`src/rtl/serial_addsub_ctrl.sv`:
```
// Bit-serial adder/subtractor: one full-adder slice iterated WIDTH cycles, LSB first,
// with valid/ready handshakes on the operand and result sides.
module serial_addsub_ctrl #(
  parameter  int WIDTH = 8,
  localparam int CNT_W = $clog2(WIDTH)
) (
  input  logic             clk,
  input  logic             rst,
  input  logic             in_valid,
  output logic             in_ready,
  input  logic             op_sub,
  input  logic [WIDTH-1:0] val1,
  input  logic [WIDTH-1:0] val2,
  output logic             out_valid,
  input  logic             out_ready,
  output logic [WIDTH-1:0] result,
  output logic             carry,
  output logic             overflow,
  output logic             busy
);

  typedef enum logic [1:0] {
    IDLE = 2'd0,
    RUN  = 2'd1,
    DONE = 2'd2
  } state_t;

  state_t             state_q, state_d;
  logic [CNT_W-1:0]   cnt_q, cnt_d;
  logic [WIDTH-1:0]   a_q, a_d;
  logic [WIDTH-1:0]   b_q, b_d;
  logic               c_q, c_d;
  logic [WIDTH-1:0]   res_q, res_d;
  logic               carry_q, carry_d;
  logic               ovf_q, ovf_d;
  logic               in_ready_q, in_ready_d;
  logic               out_valid_q, out_valid_d;
  logic               busy_q, busy_d;

  logic               ha1_s, ha1_c, ha2_c, sum_s, cout_s;

  // Next-state, datapath shift and full-adder slice for the current bit.
  always_comb begin
    // Slice: two half adders plus an OR of their carries.
    ha1_s  = a_q[0] ^ b_q[0];
    ha1_c  = a_q[0] & b_q[0];
    sum_s  = ha1_s ^ c_q;
    ha2_c  = ha1_s & c_q;
    cout_s = ha1_c | ha2_c;

    state_d = state_q;
    cnt_d   = cnt_q;
    a_d     = a_q;
    b_d     = b_q;
    c_d     = c_q;
    res_d   = res_q;
    carry_d = carry_q;
    ovf_d   = ovf_q;

    case (state_q)
      IDLE: begin
        if (in_valid) begin
          a_d     = val1;
          b_d     = op_sub ? ~val2 : val2;
          c_d     = op_sub;
          cnt_d   = {CNT_W{1'b0}};
          state_d = RUN;
        end else begin
          state_d = IDLE;
        end
      end
      RUN: begin
        c_d   = cout_s;
        res_d = {sum_s, res_q[WIDTH-1:1]};
        a_d   = {1'b0, a_q[WIDTH-1:1]};
        b_d   = {1'b0, b_q[WIDTH-1:1]};
        cnt_d = cnt_q + CNT_W'(1);
        if (cnt_q == CNT_W'(WIDTH - 1)) begin
          // c_q is the carry into the MSB on this final bit.
          ovf_d   = c_q ^ cout_s;
          carry_d = cout_s;
          state_d = DONE;
        end else begin
          state_d = RUN;
        end
      end
      DONE: begin
        if (out_ready) begin
          state_d = IDLE;
        end else begin
          state_d = DONE;
        end
      end
      default: begin
        state_d = IDLE;
      end
    endcase

    in_ready_d  = (state_d == IDLE);
    busy_d      = (state_d == RUN);
    out_valid_d = (state_d == DONE);
  end

  // State and output registers with synchronous reset.
  always_ff @(posedge clk) begin
    if (rst) begin
      state_q     <= IDLE;
      cnt_q       <= {CNT_W{1'b0}};
      a_q         <= {WIDTH{1'b0}};
      b_q         <= {WIDTH{1'b0}};
      c_q         <= 1'b0;
      res_q       <= {WIDTH{1'b0}};
      carry_q     <= 1'b0;
      ovf_q       <= 1'b0;
      in_ready_q  <= 1'b1;
      out_valid_q <= 1'b0;
      busy_q      <= 1'b0;
    end else begin
      state_q     <= state_d;
      cnt_q       <= cnt_d;
      a_q         <= a_d;
      b_q         <= b_d;
      c_q         <= c_d;
      res_q       <= res_d;
      carry_q     <= carry_d;
      ovf_q       <= ovf_d;
      in_ready_q  <= in_ready_d;
      out_valid_q <= out_valid_d;
      busy_q      <= busy_d;
    end
  end

  assign in_ready  = in_ready_q;
  assign out_valid = out_valid_q;
  assign busy      = busy_q;
  assign result    = res_q;
  assign carry     = carry_q;
  assign overflow  = ovf_q;

endmodule
```
`config.mk`:
```
export PLATFORM = sky130hd
export DESIGN_NAME = serial_addsub_ctrl
export DESIGN_NICKNAME = d
export VERILOG_FILES = /design/src/rtl/serial_addsub_ctrl.sv
export SDC_FILE = /design/constraint.sdc
export NUM_CORES = 1
export LEC_CHECK = 0
export BUFFER_PORTS_ARGS = -buffer_cell sky130_fd_sc_hd__buf_4
export CAP_MARGIN = 10
export CELL_PAD_IN_SITES_DETAIL_PLACEMENT = 1
export CELL_PAD_IN_SITES_GLOBAL_PLACEMENT = 1
export CORE_UTILIZATION = 30
export CTS_BUF_LIST = sky130_fd_sc_hd__clkbuf_8
export CTS_CLUSTER_SIZE = 10
export DETAILED_ROUTE_END_ITERATION = 10
export GPL_TIMING_DRIVEN = 0
export PLACE_DENSITY_LB_ADDON = 0.1
export SYNTH_ARGS = -nofsm -noshare
export SYNTH_HDL_FRONTEND = slang
export SYNTH_SLANG_ARGS = --single-unit
```
`constraint.sdc`:
```
create_clock -name clk -period 2 [get_ports clk]
set_clock_uncertainty 0.2 [all_clocks]
set_input_delay 0.4 -clock clk [delete_from_list [all_inputs] [get_ports clk]]
set_output_delay 0.4 -clock clk [all_outputs]
set_load 0.01 [all_outputs]
```
==> run_results.csv, run 1 <==
group,metric,value,unit
grt,grt_max_degree,13,
placed_design,gp_congestion,0.743,
cells_and_area,final_common_cell,"dfxtp_1",
clocking,clockRootBuffer,"clkbuf_8",
sta,setup-violations-final,0,
sta,slew_headroom,67.0,%
placed_design,dpl_cell_area,1780,um2
sta,period_share,76.9,%
routing,vias_per_cell,4.79,
grt,grt.overflow.total,0,
routing,vias,1259,
sta,setup_tns,0,ns
cells_and_area,final_layout_size_suffix_gt1_share,25.5,%
clocking,cts_setup_buffers,0,
synthesis,synth_area_leaders,"dfxtp_1 (48%), a22oi_1 (5.6%), nor2_1 (4.8%)",
clocking,clockBufferDepth,2,
sta,min_period,1.54,ns
synthesis,ys_ff_latch,35,
die,die_y,72.0,um
clocking,h-tree-depth,2,
die,ioPinCount,34,
die,initial_core_util,31.2,%
routing,drt-total-wl,3730,um
synthesis,syn_area,1470,um2
grt,grt_pass1_vias,1292,
synthesis,synth_top_cell_by_area,"dfxtp_1",
grt,antenna_found_initial,0,
die,core,4720,um2
setup_path,cp_max_fo,4,
setup_path,start_kind,"flop",
sta,finalMaxSlewViolations,0,
synthesis,syn_inst,158,
clocking,clk_latency,0.29,ns
placed_design,hpwlAfterDp,2730,um
routing,drt.antenna.violating_nets,0,
cells_and_area,final_cell_area,1890,um2
clocking,hold_buffers,0,
sta,worst_pin_slew,0.495,ns
sta,setup_slack,0.463,ns
synthesis,synth.avg_cell_area,9.31,um2
clocking,cts.sinks,35,
pwr,power,1.61,mW
synthesis,synth.lib_cells_used.distinct,31,
run_status,outcome,"finished clean",
routing,first_iter_violations,50,
pwr,p_leak,0.748,nW
cells_and_area,num-fill-cells,549,
cells_and_area,num_antenna_cells,0,
worst_hold_path,min-delay-path-class,"input port to flop",
die,dieWidth,72.0,um
job,cap_violations,0,
die,die-area,5190,um2
clocking,cts-resized-gates,0,
worst_hold_path,hold_depth,3,
grt,grt_pass1_wl,6230,um
routing,drt-wirelength-per-cell,14.2,um
setup_path,reg2reg_from,"cnt_q[0]$_SDFFE_PP0P_",
setup_path,worstPathRequired,1.97,ns
clocking,tritoncts,"yes",
pwr,p_per_area,852,nW/um2
cells_and_area,area_growth,28.7,%
sta,finalHoldViolCount,0,
worst_hold_path,hold_path_end,"a_q[7]$_SDFFE_PP0P_",
cells_and_area,layout.nets,219,
clocking,cts_buffers,5,
clocking,cts.reportedPaths.clkPinSlew,0.07,ns
cells_and_area,finish.utilization,40.1,%
synthesis,yosys_warnings,0,
setup_path,endpoint_kind,"flop",
placed_design,dp_slack,0.263,ns
pwr,irDropWorstVdd,0.382,mV
synthesis,seq_area_frac_synth,47.6,%
routing,post-route-drc-count,0,
placed_design,port_buffers,30,
synthesis,syn_nets,182,
setup_path,timing.rr.end,"carry$_SDFFE_PP0P_",
sta,clock.fmax,650,MHz
setup_path,ff2ff_path_depth,5,
die,num_rows,25,
synthesis,synth_top_area_share,47.6,%
setup_path,rrSetupSlack,0.46,ns
sta,grt_setup_unrepaired,"no",
setup_path,crit_type,"flop to flop",
setup_path,cp.arrival,1.51,ns
routing,dr.pass1.iters,6,
cells_and_area,mostFrequentLayoutCells,"dfxtp_1 (35), buf_4 (34), nor2_1 (19)",
worst_hold_path,hold_path.startpoint,"val1[7]",
grt,track_usage,15.9,%
layout make-up:
class | count | area [um2] | share of cell area, %
sequential | 35 | 701 | 37.0
multi-input combinational | 108 | 688 | 36.4
timing repair buffer | 30 | 225 | 11.9
tap | 67 | 83.8 | 4.43
buffer | 13 | 75.1 | 3.97
clock buffer | 5 | 68.8 | 3.64
clock inverter | 3 | 43.8 | 2.31
inverter | 2 | 7.51 | 0.397
sequential cells by signal, summed over array words and instances, names as in the netlist, 2 cells and up:
signal   flops
cnt_q        3
a_q          8
result       8
state_q      2
b_q          8
worst max-delay path, stage by stage, from the launching register on:
cell and delay, ns:
dfxtp_1 0.32, ha_1 0.20, ha_1 0.21, nand3b_1 0.22
mux2i_1 0.21, nor2_1 0.05
stage by stage:
| step | std cells | hold slack [ns] |
|---|---|---|
| after floorplan | 158 | 0.276 |
| after global placement | 255 | 0.246 |
| after detailed placement | 255 | 0.261 |
| after CTS | 263 | 0.145 |
| after global routing | 263 | 0.166 |
| final | 263 | 0.154 |
kinds of logic after synthesis:
family          share of synthesized area, %
xor+xnor                                5.36
fa+ha+maj                               3.06
simple gates                            13.7
compound gates                          23.3
buf+inv                                 5.61
mux                                     1.36
flops                                   47.6
synth_stat cells:
master and instances:
nand3_1 1, nor3b_2 1, a21oi_1 10, o22ai_1 11
nand2b_1 3, o2bb2ai_1 4, xnor2_1 7, a21oi_2 1
dfxtp_1 35, nand3b_1 1, nor2_1 19, buf_4 4
nand2_1 17, buf_6 1, or2b_1 1, mux2i_1 2
fa_1 1, or3b_1 1, a211oi_2 1, clkbuf_2 1
buf_1 1, nor2b_1 1, ha_1 2, clkbuf_1 4
a22oi_1 11, a211oi_1 9, o21ba_2 1, buf_2 2
o21bai_1 1, xor2_1 2, inv_1 2
power breakdown:
part	switching, mW	internal [mW]	leakage, nW
Combinational	0.109	0.102	0.404
Clock	0.268	0.371	0.0581
Sequential	0.0268	0.737	0.287
metal layers:
layer	part of all wire (%)	vias to the layer above	track usage (%)
met1	48	603	20.5
met3	2.6	7	3.33
li1	-	627	-
met5	0	-	0
met2	47	22	25.1
met4	2.2	0	8.50
worst max path at each step:
stage	startpoint	to	depth (start not counted)
after floorplan	cnt_q[0]$_SDFFE_PP0P_	in_ready$_SDFF_PP1_	5
after global placement	rst	b_q[5]$_SDFFE_PP0P_	3
after detailed placement	rst	b_q[6]$_SDFFE_PP0P_	3
after CTS	state_q[0]$_SDFF_PP0_	a_q[2]$_SDFFE_PP0P_	4
after global routing	cnt_q[0]$_SDFFE_PP0P_	in_ready$_SDFF_PP1_	5
final	cnt_q[0]$_SDFFE_PP0P_	carry$_SDFFE_PP0P_	5
Note: power is estimated with default switching activity, not from simulation.
==> inputs of run 2 (changes only) <==
==> constraint.sdc (replaced) <==
create_clock -name clk -period 1.45 [get_ports clk]
set_clock_uncertainty 0.2 [all_clocks]
set_input_delay 0.29 -clock clk [delete_from_list [all_inputs] [get_ports clk]]
set_output_delay 0.29 -clock clk [all_outputs]
set_load 0.01 [all_outputs]
==> run_results.csv, run 2 (synthesis gave the netlist of run 1 again) <==
group,metric,value,unit
grt,antenna_found_initial,0,
clocking,clockBufferDepth,2,
routing,first_iter_violations,50,
die,core,4720,um2
sta,finalMaxSlewViolations,0,
setup_path,cp_max_fo,4,
cells_and_area,final_layout_size_suffix_gt1_share,33.5,%
placed_design,dp.cells,255,
grt,grt_max_degree,13,
grt,grt.overflow.total,0,
cells_and_area,mostFrequentLayoutCells,"buf_4 (37), dfxtp_1 (30), nor2_1 (19)",
routing,post-route-drc-count,0,
placed_design,port_buffers,30,
clocking,cts.sinks,35,
cells_and_area,final_common_cell,"buf_4",
sta,finalHoldViolCount,0,
routing,drt-total-wl,3850,um
setup_path,start_kind,"flop",
sta,setup_slack,0.0108,ns
sta,worst_pin_slew,0.509,ns
routing,vias,1279,
pwr,internal_power,1.68,mW
grt,grt_pass1_vias,1331,
pwr,seqPwrFrac,46.9,%
pwr,p_sw,0.570,mW
clocking,cts_buffers,5,
setup_path,crit_type,"flop to flop",
sta,whs,0.0432,ns
pwr,pwr-share-clk,39.3,%
sta,min_period,1.44,ns
pwr,irDropWorstVdd,0.529,mV
pwr,sw_frac_of_total,25.3,%
routing,drt.antenna.violating_nets,0,
die,initial_core_util,31.2,%
grt,track_usage,16.4,%
pwr,p_leak,0.764,nW
sta,clock.fmax,695,MHz
sta,setup-violations-final,0,
clocking,clockRootBuffer,"clkbuf_8",
die,die-area,5190,um2
placed_design,dp_slack,-0.177,ns
setup_path,cp.arrival,1.41,ns
clocking,hold_buffers,0,
sta,period_share,99.3,%
run_status,outcome,"finished clean",
cells_and_area,area_growth,34.4,%
worst_hold_path,min-delay-path-class,"input port to flop",
job,cap_violations,0,
placed_design,hpwlAfterDp,2730,um
placed_design,gp_congestion,0.743,
pwr,combPwrFrac,13.7,%
routing,dr.pass1.iters,6,
clocking,cts.reportedPaths.clkPinSlew,0.08,ns
setup_path,worstPathRequired,1.42,ns
sta,slew_headroom,66.1,%
pwr,p_per_area,1140,nW/um2
sta,grt_setup_unrepaired,"yes",
die,dieWidth,72.0,um
routing,vias_per_cell,4.84,
setup_path,endpoint_kind,"flop",
clocking,tritoncts,"yes",
cells_and_area,layout.nets,220,
die,die_y,72.0,um
clocking,h-tree-depth,2,
cells_and_area,finish.utilization,41.9,%
cells_and_area,final_cells,264,
die,num_rows,25,
routing,drt-wirelength-per-cell,14.6,um
die,ioPinCount,34,
grt,grt_pass1_wl,6470,um
cells_and_area,num_antenna_cells,0,
clocking,clk_latency,0.29,ns
## run 2: cell count changes in the layout (fill, tap and decap cells not counted), sizes merged
cell | previous run | this run
buf | 38 | 40
clkbuf | 10 | 9
## run 2: what timing repair did
item	4_1_cts	5_1_grt
endpoints found under the setup margin	25	25
resized for setup	13	6
buffers inserted	2	1
pin swaps	3	4
## run 2: power groups by stage
stage          sequential, mW  clock, mW  combinational, mW
5_1_grt                  1.06      0.953              0.345
6_report                 1.06      0.885              0.309
3_3_place_gp             1.07          0              0.286
2_1_floorplan            1.07          0              0.190
3_5_place_dp             1.08          0              0.297
4_1_cts                  1.06      0.917              0.310
## run 2: metrics by stage
stage                     TNS (ns)  area, um2  total power [mW]
after floorplan                  0       1470              1.26
after CTS                        0       1940              2.28
final                            0       1980              2.25
after global routing        -0.354       1980              2.36
after detailed placement     -2.47       1780              1.37
after global placement       -1.32       1780              1.36
## run 2: layer usage
layer / up-vias / part of all wire (%) / track usage (%)
li1: 633 / - / -
met4: 0 / 2.1 / 8.50
met1: 615 / 45 / 20.4
met3: 7 / 2.9 / 3.33
met5: - / 0 / 0
met2: 24 / 50 / 27.0
## run 2: worst paths after layout
path	slack [ns]	depth (start not counted)	start	end
worst max-delay path	0.01	5	cnt_q[0]$_SDFFE_PP0P_	carry$_SDFFE_PP0P_
worst max register to register	0.01	5	cnt_q[0]$_SDFFE_PP0P_	carry$_SDFFE_PP0P_
worst min register to register	0.27	2	result[3]$_SDFFE_PP0N_	result[2]$_SDFFE_PP0N_
worst min-delay path	0.04	3	val1[7]	a_q[7]$_SDFFE_PP0P_
## run 2: cell type report
| type | count | area [um2] |
|---|---|---|
| Buffer | 11 | 66.3 |
| Clock buffer | 5 | 68.8 |
| Clock inverter | 3 | 43.8 |
| Fill cell | 538 | 2750 |
| Inverter | 2 | 7.51 |
| Multi-Input combinational cell | 108 | 749 |
| Sequential cell | 35 | 709 |
| Tap cell | 67 | 83.8 |
| Timing Repair Buffer | 33 | 248 |
## run 2: critical path, cell delays in order (launching register included)
cell      delay, ns
dfxtp_2        0.34
ha_4           0.16
ha_4           0.16
nand3b_1       0.19
mux2i_1        0.21
nor2_1         0.05
==> inputs of run 3 (changes only) <==
--- a/config.mk
+++ b/config.mk
@@ -14,6 +14,7 @@
 export CTS_CLUSTER_SIZE = 10
 export DETAILED_ROUTE_END_ITERATION = 10
 export GPL_TIMING_DRIVEN = 0
+export HOLD_SLACK_MARGIN = 0.06
 export PLACE_DENSITY_LB_ADDON = 0.1
 export SYNTH_ARGS = -nofsm -noshare
 export SYNTH_HDL_FRONTEND = slang
==> run_results.csv, run 3 (synthesis gave the netlist of run 1 again) <==
group,metric,value,unit
cells_and_area,final_common_cell,"buf_4",
setup_path,rrSetupSlack,0.01,ns
grt,grt_max_degree,13,
sta,setup_slack,0.0108,ns
setup_path,reg2reg_from,"cnt_q[0]$_SDFFE_PP0P_",
pwr,p_sw,0.570,mW
sta,setup_tns,0,ns
sta,finalMaxSlewViolations,0,
routing,post-route-drc-count,0,
grt,antenna_found_initial,0,
die,initial_core_util,31.2,%
job,cap_violations,0,
routing,vias_per_cell,4.85,
routing,drt-wirelength-per-cell,14.6,um
setup_path,start_kind,"flop",
cells_and_area,num_antenna_cells,0,
pwr,irDropWorstVdd,0.529,mV
pwr,p_per_area,1130,nW/um2
clocking,tritoncts,"yes",
grt,grt.overflow.total,0,
pwr,p_leak,0.768,nW
cells_and_area,final_layout_size_suffix_gt1_share,33.3,%
setup_path,timing.rr.end,"carry$_SDFFE_PP0P_",
setup_path,worstPathRequired,1.42,ns
sta,finalHoldViolCount,0,
die,die-area,5190,um2
pwr,combPwrFrac,13.8,%
pwr,internal_power,1.68,mW
sta,clock.fmax,695,MHz
clocking,cts_buffers,5,
clocking,clk_latency,0.29,ns
die,die_y,72.0,um
worst_hold_path,min-delay-path-class,"input port to flop",
sta,min_period,1.44,ns
sta,whs,0.0802,ns
sta,grt_setup_unrepaired,"yes",
placed_design,hpwlAfterDp,2730,um
cells_and_area,final_cell_area,1990,um2
clocking,cts.reportedPaths.clkPinSlew,0.08,ns
setup_path,cp_max_fo,4,
worst_hold_path,hold_path.startpoint,"val2[3]",
cells_and_area,finish.utilization,42.1,%
routing,drt-total-wl,3860,um
placed_design,port_buffers,30,
sta,worst_pin_slew,0.509,ns
placed_design,gp_congestion,0.743,
routing,first_iter_violations,52,
setup_path,ff2ff_path_depth,5,
die,dieWidth,72.0,um
die,ioPinCount,34,
setup_path,cp.arrival,1.41,ns
routing,drt.antenna.violating_nets,0,
pwr,sw_frac_of_total,25.3,%
cells_and_area,layout.nets,221,
pwr,pwr-share-clk,39.3,%
grt,grt_pass1_wl,6470,um
routing,dr.pass1.iters,5,
pwr,seqPwrFrac,46.9,%
placed_design,dp_slack,-0.177,ns
sta,period_share,99.3,%
clocking,h-tree-depth,2,
worst_hold_path,hold_depth,3,
worst_hold_path,hold_path_end,"b_q[3]$_SDFFE_PP0P_",
cells_and_area,mostFrequentLayoutCells,"buf_4 (37), dfxtp_1 (30), nor2_1 (19)",
die,core,4720,um2
routing,vias,1284,
sta,setup-violations-final,0,
clocking,clockRootBuffer,"clkbuf_8",
grt,track_usage,16.4,%
cells_and_area,area_growth,35.0,%
placed_design,dpl_cell_area,1780,um2
setup_path,endpoint_kind,"flop",
clocking,clockBufferDepth,2,
setup_path,crit_type,"flop to flop",
sta,slew_headroom,66.1,%
die,num_rows,25,
clocking,cts.sinks,35,
grt,grt_pass1_vias,1331,
run_status,outcome,"finished clean",
## run 3: cell types whose count changed in the layout (fill, tap and decap cells not counted), sizes merged
cell         before  now
dlygate4sd3       0    1
## run 3: metrics by stage
stage,power [mW],cells
CTS,2.28,265
detailed placement,1.37,255
global placement,1.36,255
floorplan,1.26,158
global route,2.36,265
finish,2.25,265
## run 3: worst max-delay path by stage
| stage | cells past startpoint | to | slack (ns) | start |
|---|---|---|---|---|
| 6_report | 5 | carry$_SDFFE_PP0P_ | 0.01 | cnt_q[0]$_SDFFE_PP0P_ |
| 5_1_grt | 5 | carry$_SDFFE_PP0P_ | -0.05 | cnt_q[0]$_SDFFE_PP0P_ |
| 4_1_cts | 5 | carry$_SDFFE_PP0P_ | 0.0008 | cnt_q[0]$_SDFFE_PP0P_ |
| 3_5_place_dp | 3 | b_q[6]$_SDFFE_PP0P_ | -0.18 | rst |
| 3_3_place_gp | 3 | b_q[5]$_SDFFE_PP0P_ | -0.14 | rst |
| 2_1_floorplan | 5 | in_ready$_SDFF_PP1_ | 0.02 | cnt_q[0]$_SDFFE_PP0P_ |
## run 3: area by class of cell
cell class              count  area (um2)
multi-input cells         108         749
repair buffers             34         258
well taps                  67        83.8
fillers                   537        2740
flip-flops and latches     35         709
clock buffers               5        68.8
inverters                   2        7.51
clock inverters             3        43.8
plain buffers              11        66.3
## run 3: metal layers
metal | GRT usage [%] | part of all wire, %
met1 | 20.4 | 45
met2 | 27.0 | 50
met3 | 3.33 | 2.9
met4 | 8.50 | 2.1
met5 | 0 | 0
## run 3: timing repair
| item | in CTS | in global routing |
|---|---|---|
| pin swaps | 3 | 4 |
| gates resized for setup | 13 | 6 |
| hold buffers | 1 | 0 |
| buffers inserted | 2 | 1 |
| setup endpoints to repair | 25 | 25 |
| hold endpoints to repair | 1 | 0 |
## run 3: power groups by stage
| stage | Sequential [mW] | Clock, mW | Combinational [mW] |
|---|---|---|---|
| floorplan | 1.07 | 0 | 0.190 |
| global placement | 1.07 | 0 | 0.286 |
| detailed placement | 1.08 | 0 | 0.297 |
| CTS | 1.06 | 0.917 | 0.312 |
| global route | 1.06 | 0.953 | 0.347 |
| finish | 1.06 | 0.885 | 0.311 |
## run 3: critical path, stage by stage, from the launching register on
cell and delay (ns):
dfxtp_2 0.34, ha_4 0.16, ha_4 0.16, nand3b_1 0.19
mux2i_1 0.21, nor2_1 0.05
